**config.mk**
```make
export PLATFORM = sky130hd
export DESIGN_NAME = packet_rr_scheduler
export DESIGN_NICKNAME = d
export VERILOG_FILES = /design/src/rtl/test_pkg.sv /design/src/rtl/rr_arbiter.sv /design/src/rtl/packet_rr_scheduler.sv
export SDC_FILE = /design/constraint.sdc
export NUM_CORES = 1
export LEC_CHECK = 0
export BUFFER_PORTS_ARGS = -buffer_cell sky130_fd_sc_hd__clkbuf_2
export CORE_AREA = 2 2 48 95
export CTS_CLUSTER_DIAMETER = 200
export DETAILED_ROUTE_END_ITERATION = 8
export DIE_AREA = 0 0 50 97
export PLACE_DENSITY = 0.71
export SLEW_MARGIN = 20
export SYNTH_ARGS = -nofsm -noshare
export SYNTH_HDL_FRONTEND = slang
export SYNTH_HIERARCHICAL = 1
export SYNTH_SLANG_ARGS = --single-unit
```
**constraint.sdc**
```tcl
create_clock -name clk -period 3.2 [get_ports clk]
set_input_delay 0.64 -clock clk [delete_from_list [all_inputs] [get_ports clk]]
set_output_delay 0.64 -clock clk [all_outputs]
set_load 0.005 [all_outputs]
```
**src/rtl/test_pkg.sv**
```systemverilog
// Shared types and helpers for the packet datapath blocks: packet register
// layout, the byte increment function and the scheduler state encoding.
package test_pkg;

  localparam int PKG_WIDTH = 16;

  typedef struct packed {
    logic       valid;
    logic [7:0] data;
  } data_packet_t;

  typedef enum logic {
    IDLE = 1'b0,
    FULL = 1'b1
  } sched_state_e;

  function automatic logic [7:0] increment(input logic [7:0] d);
    return d + 8'd1;
  endfunction

endpackage

```
**src/rtl/rr_arbiter.sv**
```systemverilog
// Combinational round-robin arbiter: the request vector is duplicated, bits
// below ptr in the low copy are masked, and the lowest surviving bit wins.
module rr_arbiter #(
  parameter int N = 4,
  localparam int IW = (N > 1) ? $clog2(N) : 1
) (
  input  logic [N-1:0]  req,
  input  logic [IW-1:0] ptr,
  output logic [N-1:0]  gnt,
  output logic [IW-1:0] gnt_idx,
  output logic          any
);

  logic [2*N-1:0] w_mask;
  logic [2*N-1:0] w_dbl;

  always_comb begin
    w_mask  = '0;
    for (int i = 0; i < 2*N; i++) begin
      w_mask[i] = (i >= int'(ptr));
    end
    w_dbl   = {req, req} & w_mask;
    gnt     = '0;
    gnt_idx = '0;
    any     = 1'b0;
    // Walk downward so the lowest set bit at or above ptr is the last written.
    for (int i = 2*N-1; i >= 0; i--) begin
      if (w_dbl[i]) begin
        any     = 1'b1;
        gnt_idx = IW'(i % N);
      end
    end
    gnt[gnt_idx] = any;
  end

endmodule

```
**src/rtl/packet_rr_scheduler.sv**
```systemverilog
// Round-robin scheduler sharing one increment datapath among NUM_REQ requesters.
// Define PKT_SCHED_STATS_EN to add saturating per-requester grant counters.
module packet_rr_scheduler
  import test_pkg::*;
#(
  parameter int NUM_REQ = 4,
  parameter int WIDTH   = PKG_WIDTH,
  localparam int SRC_W  = $clog2(NUM_REQ)
) (
  input  logic                 clk,
  input  logic                 reset,
  input  logic                 enable,
  input  logic [NUM_REQ-1:0]   req_valid,
  input  logic [NUM_REQ*8-1:0] req_data,
  output logic [NUM_REQ-1:0]   req_ready,
  output logic                 out_valid,
  output logic [7:0]           out_data,
  output logic [SRC_W-1:0]     out_src,
  input  logic                 out_ready,
  output logic [WIDTH-1:0]     xfer_count
`ifdef PKT_SCHED_STATS_EN
  ,
  output logic [NUM_REQ*8-1:0] grant_count
`endif
);

  sched_state_e       r_state, w_next_state;
  data_packet_t       r_pkt;
  logic [SRC_W-1:0]   r_src;
  logic [SRC_W-1:0]   r_ptr;
  logic [WIDTH-1:0]   r_xfer;

  logic [NUM_REQ-1:0] w_gnt;
  logic [SRC_W-1:0]   w_gnt_idx;
  logic               w_any;
  logic               w_can_load;
  logic               w_accept;
  logic [7:0]         w_sel_data;

  rr_arbiter #(.N(NUM_REQ)) u_arb (
    .req     (req_valid),
    .ptr     (r_ptr),
    .gnt     (w_gnt),
    .gnt_idx (w_gnt_idx),
    .any     (w_any)
  );

  // A held packet may be replaced in the same cycle it is consumed.
  assign w_can_load = !reset && enable && (r_state == IDLE || out_ready);
  assign w_accept   = w_can_load && w_any;
  assign req_ready  = w_can_load ? w_gnt : '0;
  assign w_sel_data = req_data[{w_gnt_idx, 3'b000} +: 8];

  always_comb begin
    w_next_state = r_state;
    case (r_state)
      IDLE:    if (w_accept) w_next_state = FULL;
      FULL:    if (out_ready) w_next_state = w_accept ? FULL : IDLE;
      default: w_next_state = IDLE;
    endcase
  end

  always_ff @(posedge clk) begin
    if (reset) begin
      r_state <= IDLE;
      r_pkt   <= '0;
      r_src   <= '0;
      r_ptr   <= '0;
      r_xfer  <= '0;
    end else begin
      r_state <= w_next_state;
      if (w_accept) begin
        r_pkt.valid <= 1'b1;
        r_pkt.data  <= increment(w_sel_data);
        r_src       <= w_gnt_idx;
        r_ptr       <= (w_gnt_idx == SRC_W'(NUM_REQ-1)) ? '0 : w_gnt_idx + 1'b1;
        r_xfer      <= r_xfer + 1'b1;
      end else if (r_state == FULL && out_ready) begin
        r_pkt.valid <= 1'b0;
      end
    end
  end

  assign out_valid  = r_pkt.valid;
  assign out_data   = r_pkt.data;
  assign out_src    = r_src;
  assign xfer_count = r_xfer;

`ifdef PKT_SCHED_STATS_EN
  logic [7:0] r_gcnt [NUM_REQ];

  always_ff @(posedge clk) begin
    if (reset) begin
      for (int i = 0; i < NUM_REQ; i++) r_gcnt[i] <= '0;
    end else if (w_accept && r_gcnt[w_gnt_idx] != 8'hFF) begin
      r_gcnt[w_gnt_idx] <= r_gcnt[w_gnt_idx] + 8'd1;
    end
  end

  for (genvar g = 0; g < NUM_REQ; g++) begin : g_gcnt
    assign grant_count[8*g +: 8] = r_gcnt[g];
  end
`endif

endmodule

```
==> results of run 1 <==
-- worst register-to-register path, cell delays in order, from the launching register on --
cell and delay (ns):
dfxtp_1 0.34, mux2_2 0.35, a221oi_2 0.27, buf_4 0.25, mux4_2 0.59, and3_1 0.20, and3_4 0.18, xnor2_2 0.13
a211oi_2 0.20
-- sequential cells by signal, indices dropped and copies added, names as in the netlist --
| name | count |
|---|---|
| r_state | 1 |
| xfer_count | 16 |
| out_data | 8 |
| r_ptr | 2 |
| out_src | 2 |
| out_valid | 1 |
-- cell type report --
class                      instances  area, um2  share of cell area (%)
tap                               52       65.1                    2.93
clock buffer                       7       86.3                    3.89
inverter                           5       18.8                   0.846
timing repair buffer              74        380                    17.2
sequential                        30        601                    27.1
clock inverter                     1       5.00                   0.226
multi-input combinational        149       1060                    47.9
-- power groups by stage --
stage          registers [mW]  clock network [mW]  logic, mW
2_1_floorplan           0.407                   0      0.129
3_5_place_dp            0.408                   0      0.185
6_report                0.399               0.316      0.184
5_1_grt                 0.402               0.339      0.206
4_1_cts                 0.400               0.324      0.186
3_3_place_gp            0.408                   0      0.183
-- worst max path at each step --
stage	cells past startpoint	startpoint	endpoint	slack (ns)
3_3_place_gp	9	req_valid[0]	out_data[7]$_SDFFE_PP0P_	0.25
2_1_floorplan	9	req_valid[0]	out_data[7]$_SDFFE_PP0P_	0.37
5_1_grt	9	req_valid[0]	out_data[6]$_SDFFE_PP0P_	0.35
6_report	9	req_valid[0]	out_data[7]$_SDFFE_PP0P_	0.49
4_1_cts	9	req_valid[0]	out_data[7]$_SDFFE_PP0P_	0.50
3_5_place_dp	9	req_valid[0]	out_data[7]$_SDFFE_PP0P_	0.21
-- layout by cell type (no fill, tap or decap), types with 2 or more instances in the layout --
cell type,count
nand2_1,18
mux4_1,2
clkbuf_2,70
mux4_2,6
nand3_1,11
and3_4,2
xnor2_1,14
a221oi_2,2
xor2_1,6
nand4_1,4
a211oi_1,5
ha_1,3
o21ai_0,2
buf_4,4
dfxtp_1,30
clkbuf_8,6
nor4_1,5
nor3_1,7
nor2_1,27
nor2b_1,2
o21a_1,2
a21oi_1,11
a21o_1,2
and3_1,6
nand2b_1,2
inv_1,4
-- per-stage QoR --
| step | instance area, um2 | power (mW) |
|---|---|---|
| after floorplan | 1760 | 0.536 |
| after global placement | 2130 | 0.591 |
| after detailed placement | 2130 | 0.593 |
| after CTS | 2220 | 0.910 |
| after global routing | 2220 | 0.946 |
| final | 2220 | 0.900 |
-- layer usage --
metal | vias up | global-route usage (%)
li1 | 837 | -
met1 | 749 | 18.0
met2 | 55 | 33.9
met3 | 12 | 4.32
met4 | 0 | 10.0
met5 | - | 0
-- cell usage after synthesis (all sizes together) --
cell,count
ha,3
xor2,6
a21oi,11
and2,1
dfxtp,30
nor3,7
clkbuf,8
nand3,11
nor4,5
and4,1
nand2,18
buf,5
nand4,4
a211oi,6
nor2,27
inv,5
or4,1
o211a,1
mux4,8
and3,8
o21a,2
a221oi,3
mux2,1
nand2b,2
a21o,3
xnor2,15
nor2b,2
nand3b,1
o21ai,2
-- logic make-up (layout without fill, tap and decap cells) --
group	after synthesis	after routing	synth area share [%]
simple gates	88	88	24.5
flops	30	30	34.2
compound gates	28	28	11.5
xor+xnor	21	21	10.9
buf+inv	18	87	5.35
mux	9	9	11.3
fa+ha+maj	3	3	2.14
==> summary.txt, run 1 <==
Run status
  • Status: complete, no violations

Drt
  • Metal-1 WL: 1500 um
  • Post-route ant nets: 0
  • Met2 WL: 2390 um
  • Pre-antenna DRT Iters: 4
  • Via-to-Cell Ratio: 5.20
  • DRC: 0
  • Met3 Wirelength: 158 um
  • Uppermost layer routed: met4
  • Initial drt markers: 28
  • Vias: 1,653
  • Final WL: 4150 um
  • Post-detailed-route wirelength per cell: 13.1 um

Pwr
  • P per Cell Area: 406 nW/um2
  • Switching Fraction: 27.0%
  • Seq pwr share: 44.4%
  • Clk network pwr share: 35.1%
  • Comb pwr share: 20.5%
  • Lkg Pwr: 0.948 nW
  • Net Switching: 0.243 mW
  • Peak supply drop: 286 uV
  • Cell internal pwr: 0.656 mW

STA
  • Worst Skew: 0.00425 ns
  • Max_slew headroom: 52.7%
  • Hold slack: 0.466 ns
  • Tcrit/Tclk final: 84.8%
  • FMAX: 0.369 GHz
  • Setup TNS: 0 ns
  • Worst Tran Pin Value: 0.709 ns
  • RSZ-0062 raised after global routing: false
  • Setup ws final: 0.488 ns
  • Slew Viols, Final: 0
  • Setup-failing EPs final: 0
  • Crit path time final: 2.71 ns
  • Final hold viol count: 0

Place
  • Inst Count DP: 310
  • Port-buffer cells: 70
  • Dpl hpwl: 3260 um
  • Final GP Congestion: 0.858
  • Pre-CTS setup slack: 0.208 ns

Final layout
  • Filler cell count: 415
  • Area growth, synth to finish: 26.3%
  • Fin cells: 318
  • Final core area utilization: 54.2%
  • Share of layout cells above drive strength 1: 36.1%
  • Antenna diode count: 0
  • Fin nets: 308

Global route
  • Vias in the first global route: 1,583
  • GRT Resource Usage Total: 18.5%
  • First-pass GRT wire length: 6950 um
  • Initial antenna violation count: 0
  • Global route overflow: 0
  • Largest net degree at the start of global routing: 31

Setup path
  • Register-to-Register Path Depth: 8
  • Worst setup path class: in -> reg
  • CP Max Fanout: 11
  • Crit path largest cell delay: 0.59 ns
  • CP max-delay cell: mux4_2
  • Crit Reg-Reg Endpoint: out_data[7]$_SDFFE_PP0P_
  • Reg2Reg Setup Slack: 0.62 ns
  • WP data arrival: 2.92 ns
  • CP Cell Sequence: clkbuf_2, mux2_2, a221oi_2, buf_4, mux4_2, and3_1, and3_4, xnor2_2, a211oi_2
  • Top Family by Delay on Critical Path: multiplexers
  • Worst Path Buf+Inv: 2
  • Startpoint types: input port
  • Req. time, crit path: 3.40 ns
  • Worst setup EP type: register
  • Worst r2r src: r_ptr[1]$_SDFFE_PP0P_

Worst hold path
  • Hold_sp: out_data[1]$_SDFFE_PP0P_
  • Hold path cells: 2
  • Hold-critical path endpoint: out_data[1]$_SDFFE_PP0P_
  • Worst Hold Class: reg -> reg

Floorplan
  • Ports: 71
  • Row cnt: 33
  • Die Y: 97 um
  • Die W: 50 um
  • Core area: 4090 um2
  • Initial Utilization: 42.9%
  • Die ar.: 4850 um2

Yosys
  • Syn Nets: 240
  • Syn_area_per_cell: 8.91 um2
  • Synth Register Bits: 30
  • Largest area contributor in the netlist: dfxtp_1
  • Yosys cell types: 38
  • Synth area leaders: dfxtp_1, mux4_2, xnor2_1
  • Post-synth top area share: 34.2%
  • Synth warn: 6
  • Post-Syn Area: 1760 um2
  • Synthesized instance count: 197
  • Seq/Total Area, Yosys: 34.2%

CTS
  • CTS Buffer Depth: 2
  • CTS tree: done
  • Worst-Skew Late Latency: 0.28 ns
  • Clk root buf: clkbuf_8
  • Cts hold-fix bufs: 0
  • CTS Buf Count: 5
  • CTS clk-pin slew, worst paths: 0.07 ns
  • Postcts setup bufs: 0
  • Clk sinks: 30
  • PostCTS Resize Cnt: 0
  • H-tree lvl count: 2

Flow run
  • Max Cap Violations: 0
Note: power is estimated with default switching activity, not from simulation.
==> run 2: changes to the inputs <==
- ABC_AREA: unset -> 1
- CORE_AREA: 2 2 48 95 -> 2 2 51 100
- DIE_AREA: 0 0 50 97 -> 0 0 53 102
- clock period: 3.2 -> 2.38 ns (I/O delays scaled with it)
==> run 2 against run 1 <==
- wire length rose by 18%
- total power increased by 41%
- clock power rose by 35%
- via count up 32%
- critical path type is now reg -> out
- critical endpoint is now req_ready[2]
- largest cell class unchanged
==> summary.txt, run 2 <==
STA
  • FMAX: 0.461 GHz
  • Max_slew headroom: 65.0% (+12 points)
  • Tcrit/Tclk final: 91.1%
  • Worst Skew: 0.00598 ns (+0.00173 ns)
  • Final hold viol count: 0 (unchanged)
  • Worst Tran Pin Value: 0.525 ns (-0.184 ns)
  • Setup-failing EPs final: 0 (unchanged)
  • Setup TNS: 0 ns (unchanged)
  • RSZ-0062 raised after global routing: false
  • Setup ws final: 0.211 ns (-0.277 ns)
  • Slew Viols, Final: 0 (unchanged)
  • Crit path time final: 2.17 ns
  • Hold slack: 0.478 ns (+0.0124 ns)

CTS
  • Clk root buf: clkbuf_8
  • CTS Buffer Depth: 2 (unchanged)
  • H-tree lvl count: 2 (unchanged)
  • Clk sinks: 30 (unchanged)
  • Postcts setup bufs: 0 (unchanged)
  • Worst-Skew Late Latency: 0.29 ns (about the same)
  • CTS Buf Count: 5 (unchanged)
  • CTS tree: done
  • CTS clk-pin slew, worst paths: 0.07 ns (about the same)
  • Cts hold-fix bufs: 0 (unchanged)

Worst hold path
  • Hold-critical path endpoint: out_valid$_SDFFE_PP0P_
  • Hold_sp: out_ready
  • Hold path cells: 4 (+2)
  • Worst Hold Class: in -> reg

Yosys
  • Number of flops mapped to enable cells by yosys: 0 (unchanged)
  • Synthesized instance count: 322 (+63%)
  • Synth area leaders: dfxtp_1, nand2_1, inv_1
  • Synth top cells by count: nand2_1, inv_1, dfxtp_1, nor2_1, a21oi_1
  • Post-Syn Area: 1950 um2 (+11%)
  • Synth Register Bits: 30 (unchanged)
  • Yosys cell types: 29 (-24%)
  • Synth warn: 6 (unchanged)
  • Syn Nets: 365 (+52%)
  • Seq/Total Area, Yosys: 30.7% (-3.5 points)
  • Main synth FF type: dfxtp_1
  • Largest area contributor in the netlist: dfxtp_1
  • Post-synth top area share: 30.7% (-3.5 points)
  • Count leader, synth: nand2_1
  • Syn_area_per_cell: 6.07 um2 (-32%)
  • Ys async rst share: 0% (unchanged)

Drt
  • Initial drt markers: 20 (-29%)
  • Via-to-Cell Ratio: 4.79 (-7.9%)
  • Post-route ant nets: 0 (unchanged)
  • Vias: 2,174 (+32%)
  • DRC: 0 (unchanged)
  • Final WL: 4890 um (+18%)
  • Post-detailed-route wirelength per cell: 10.8 um (-18%)
  • Pre-antenna DRT Iters: 5 (+1)

Global route
  • Largest net degree at the start of global routing: 25 (-19%)
  • Global route overflow: 0 (unchanged)
  • Top Usage Layer GRT: met2
  • Initial antenna violation count: 0 (unchanged)
  • Met1 GRT Util: 17.8% (-0.28 points)
  • Vias in the first global route: 1,958 (+24%)
  • Grt met2 use: 38.2% (+4.3 points)
  • First-pass GRT wire length: 7920 um (+14%)
  • GRT Resource Usage Total: 19.5% (+0.98 points)
  • GR Layer Usage met3: 3.07% (-1.3 points)

Setup path
  • Most used cell along the critical path: nand2_1
  • Worst setup EP type: primary output
  • Startpoint types: register
  • CP Cell Sequence: nand2_1, nand2_1, nand2_1, nand2_2, nand2_2, clkinvlp_4, buf_4, nor2_1, inv_1, nor2_1, clkbuf_2
  • Register-to-Register Path Depth: 17 (+9)
  • CP Max Fanout: 5 (-6)
  • Req. time, crit path: 1.90 ns (-1.50 ns)
  • Crit Reg-Reg Endpoint: out_data[6]$_SDFFE_PP0P_
  • Crit path largest cell delay: 0.33 ns (-0.26 ns)
  • CP max-delay cell: dfxtp_1
  • WP data arrival: 1.69 ns (-1.23 ns)
  • Worst setup path class: reg -> out
  • Worst r2r src: r_ptr[1]$_SDFFE_PP0P_
  • Reg2Reg Setup Slack: 0.32 ns (-0.30 ns)

Final layout
  • Commonest non-fill, non-tap cells in the layout: nand2_1, clkbuf_2, inv_1
  • Antenna diode count: 0 (unchanged)
  • Largest register FFs: 16 (unchanged)
  • Final core area utilization: 53.9% (-0.33 points)
  • Share of layout cells above drive strength 1: 26.6% (-9.5 points)
  • Area growth, synth to finish: 26.8%
  • Seq. cell area: 601 um2 (unchanged)
  • Fin nets: 441 (+43%)
  • Filler cell count: 532 (+28%)
  • Commonest non-fill, non-tap cell in the layout: nand2_1
  • Multi-input gate area: 1140 um2 (+7.5%)

Floorplan
  • Die Y: 102 um (+5.2%)
  • Die ar.: 5410 um2 (+11%)
  • Core area: 4600 um2 (+12%)
  • Ports: 71 (unchanged)
  • Row cnt: 35 (+6.1%)
  • Die W: 53 um (+6.0%)
  • Initial Utilization: 42.5% (-0.44 points)

Place
  • Pre-CTS setup slack: -0.0126 ns (-0.220 ns)
  • Port-buffer cells: 70 (unchanged)
  • Dpl hpwl: 3950 um (+21%)
  • Final GP Congestion: 0.824 (-4.0%)

Pwr
  • P per Cell Area: 513 nW/um2 (+26%)
  • Peak supply drop: 303 uV (+5.9%)
  • Lkg Pwr: 1.24 nW (+31%)

Run status
  • Status: complete, no violations

Flow run
  • Max Cap Violations: 0 (unchanged)
-- run 2: cell types whose count changed in the layout (fill, tap and decap cells not counted), moves of 5 or more --
cell and delta:
nor4_1 -5, nand3_1 +6, o21ai_0 +9, nand2_2 +7
nand2_1 +95, xnor2_1 -13, a211oi_1 -5, a21oi_1 +11
and3_1 -6, inv_1 +34, o21ai_1 +7, mux4_2 -6
-- run 2: cells by family (layout without fill, tap and decap cells) --
family          after synthesis  after routing  share of synthesized area, %
flops                        30             30                          30.7
xor+xnor                      6              6                          2.69
buf+inv                      52            129                          10.9
simple gates                187            187                          42.0
fa+ha+maj                     3              3                          1.92
compound gates               44             44                          11.8
-- run 2: layout make-up --
type | instances | area share (%)
inverters | 43 | 6.81
repair inverters | 1 | 0.202
flip-flops and latches | 30 | 24.2
well taps | 55 | 2.78
repair buffers | 77 | 16.3
clock buffers | 7 | 3.48
multi-input cells | 240 | 46.0
clock inverters | 1 | 0.202
-- run 2: how the worst max path moves through the flow --
stage	startpoint	to	cells after the start
after detailed placement	req_valid[1]	out_data[6]$_SDFFE_PP0P_	18
after global placement	req_valid[1]	out_data[6]$_SDFFE_PP0P_	18
final	r_ptr[1]$_SDFFE_PP0P_	req_ready[2]	11
after CTS	r_ptr[1]$_SDFFE_PP0P_	req_ready[2]	9
after floorplan	req_valid[1]	out_data[6]$_SDFFE_PP0P_	16
after global routing	r_ptr[1]$_SDFFE_PP0P_	req_ready[2]	11
-- run 2: critical path: cells and delay by family (launching register included) --
| kind | cells | cell delay, ns |
|---|---|---|
| simple gates | 7 | 0.56 |
| buf+inv | 4 | 0.52 |
| flops | 1 | 0.33 |
-- run 2: report_power, final --
part / switching (mW) / internal (mW) / leakage, nW
combinational: 0.184 / 0.126 / 0.949
clock: 0.193 / 0.233 / 0.0482
sequential: 0.0125 / 0.523 / 0.244
-- run 2: metal layers --
layer  vias up  wire length [um]
li1       1157                 -
met2        57              2810
met1       949              1710
met5         -                 0
met3        11               207
met4         0               167
-- run 2: metrics by stage --
stage	std cells	total power, mW	instance area (um2)
after floorplan	322	0.754	1950
after global placement	445	0.849	2380
after detailed placement	445	0.854	2380
after CTS	453	1.28	2470
after global routing	454	1.36	2480
final	454	1.27	2480
-- run 2: timing repair --
| action | CTS | global route |
|---|---|---|
| endpoints found under the hold margin | 0 | 0 |
| setup endpoints to repair | 0 | 1 |
| gates resized for setup | 0 | 2 |
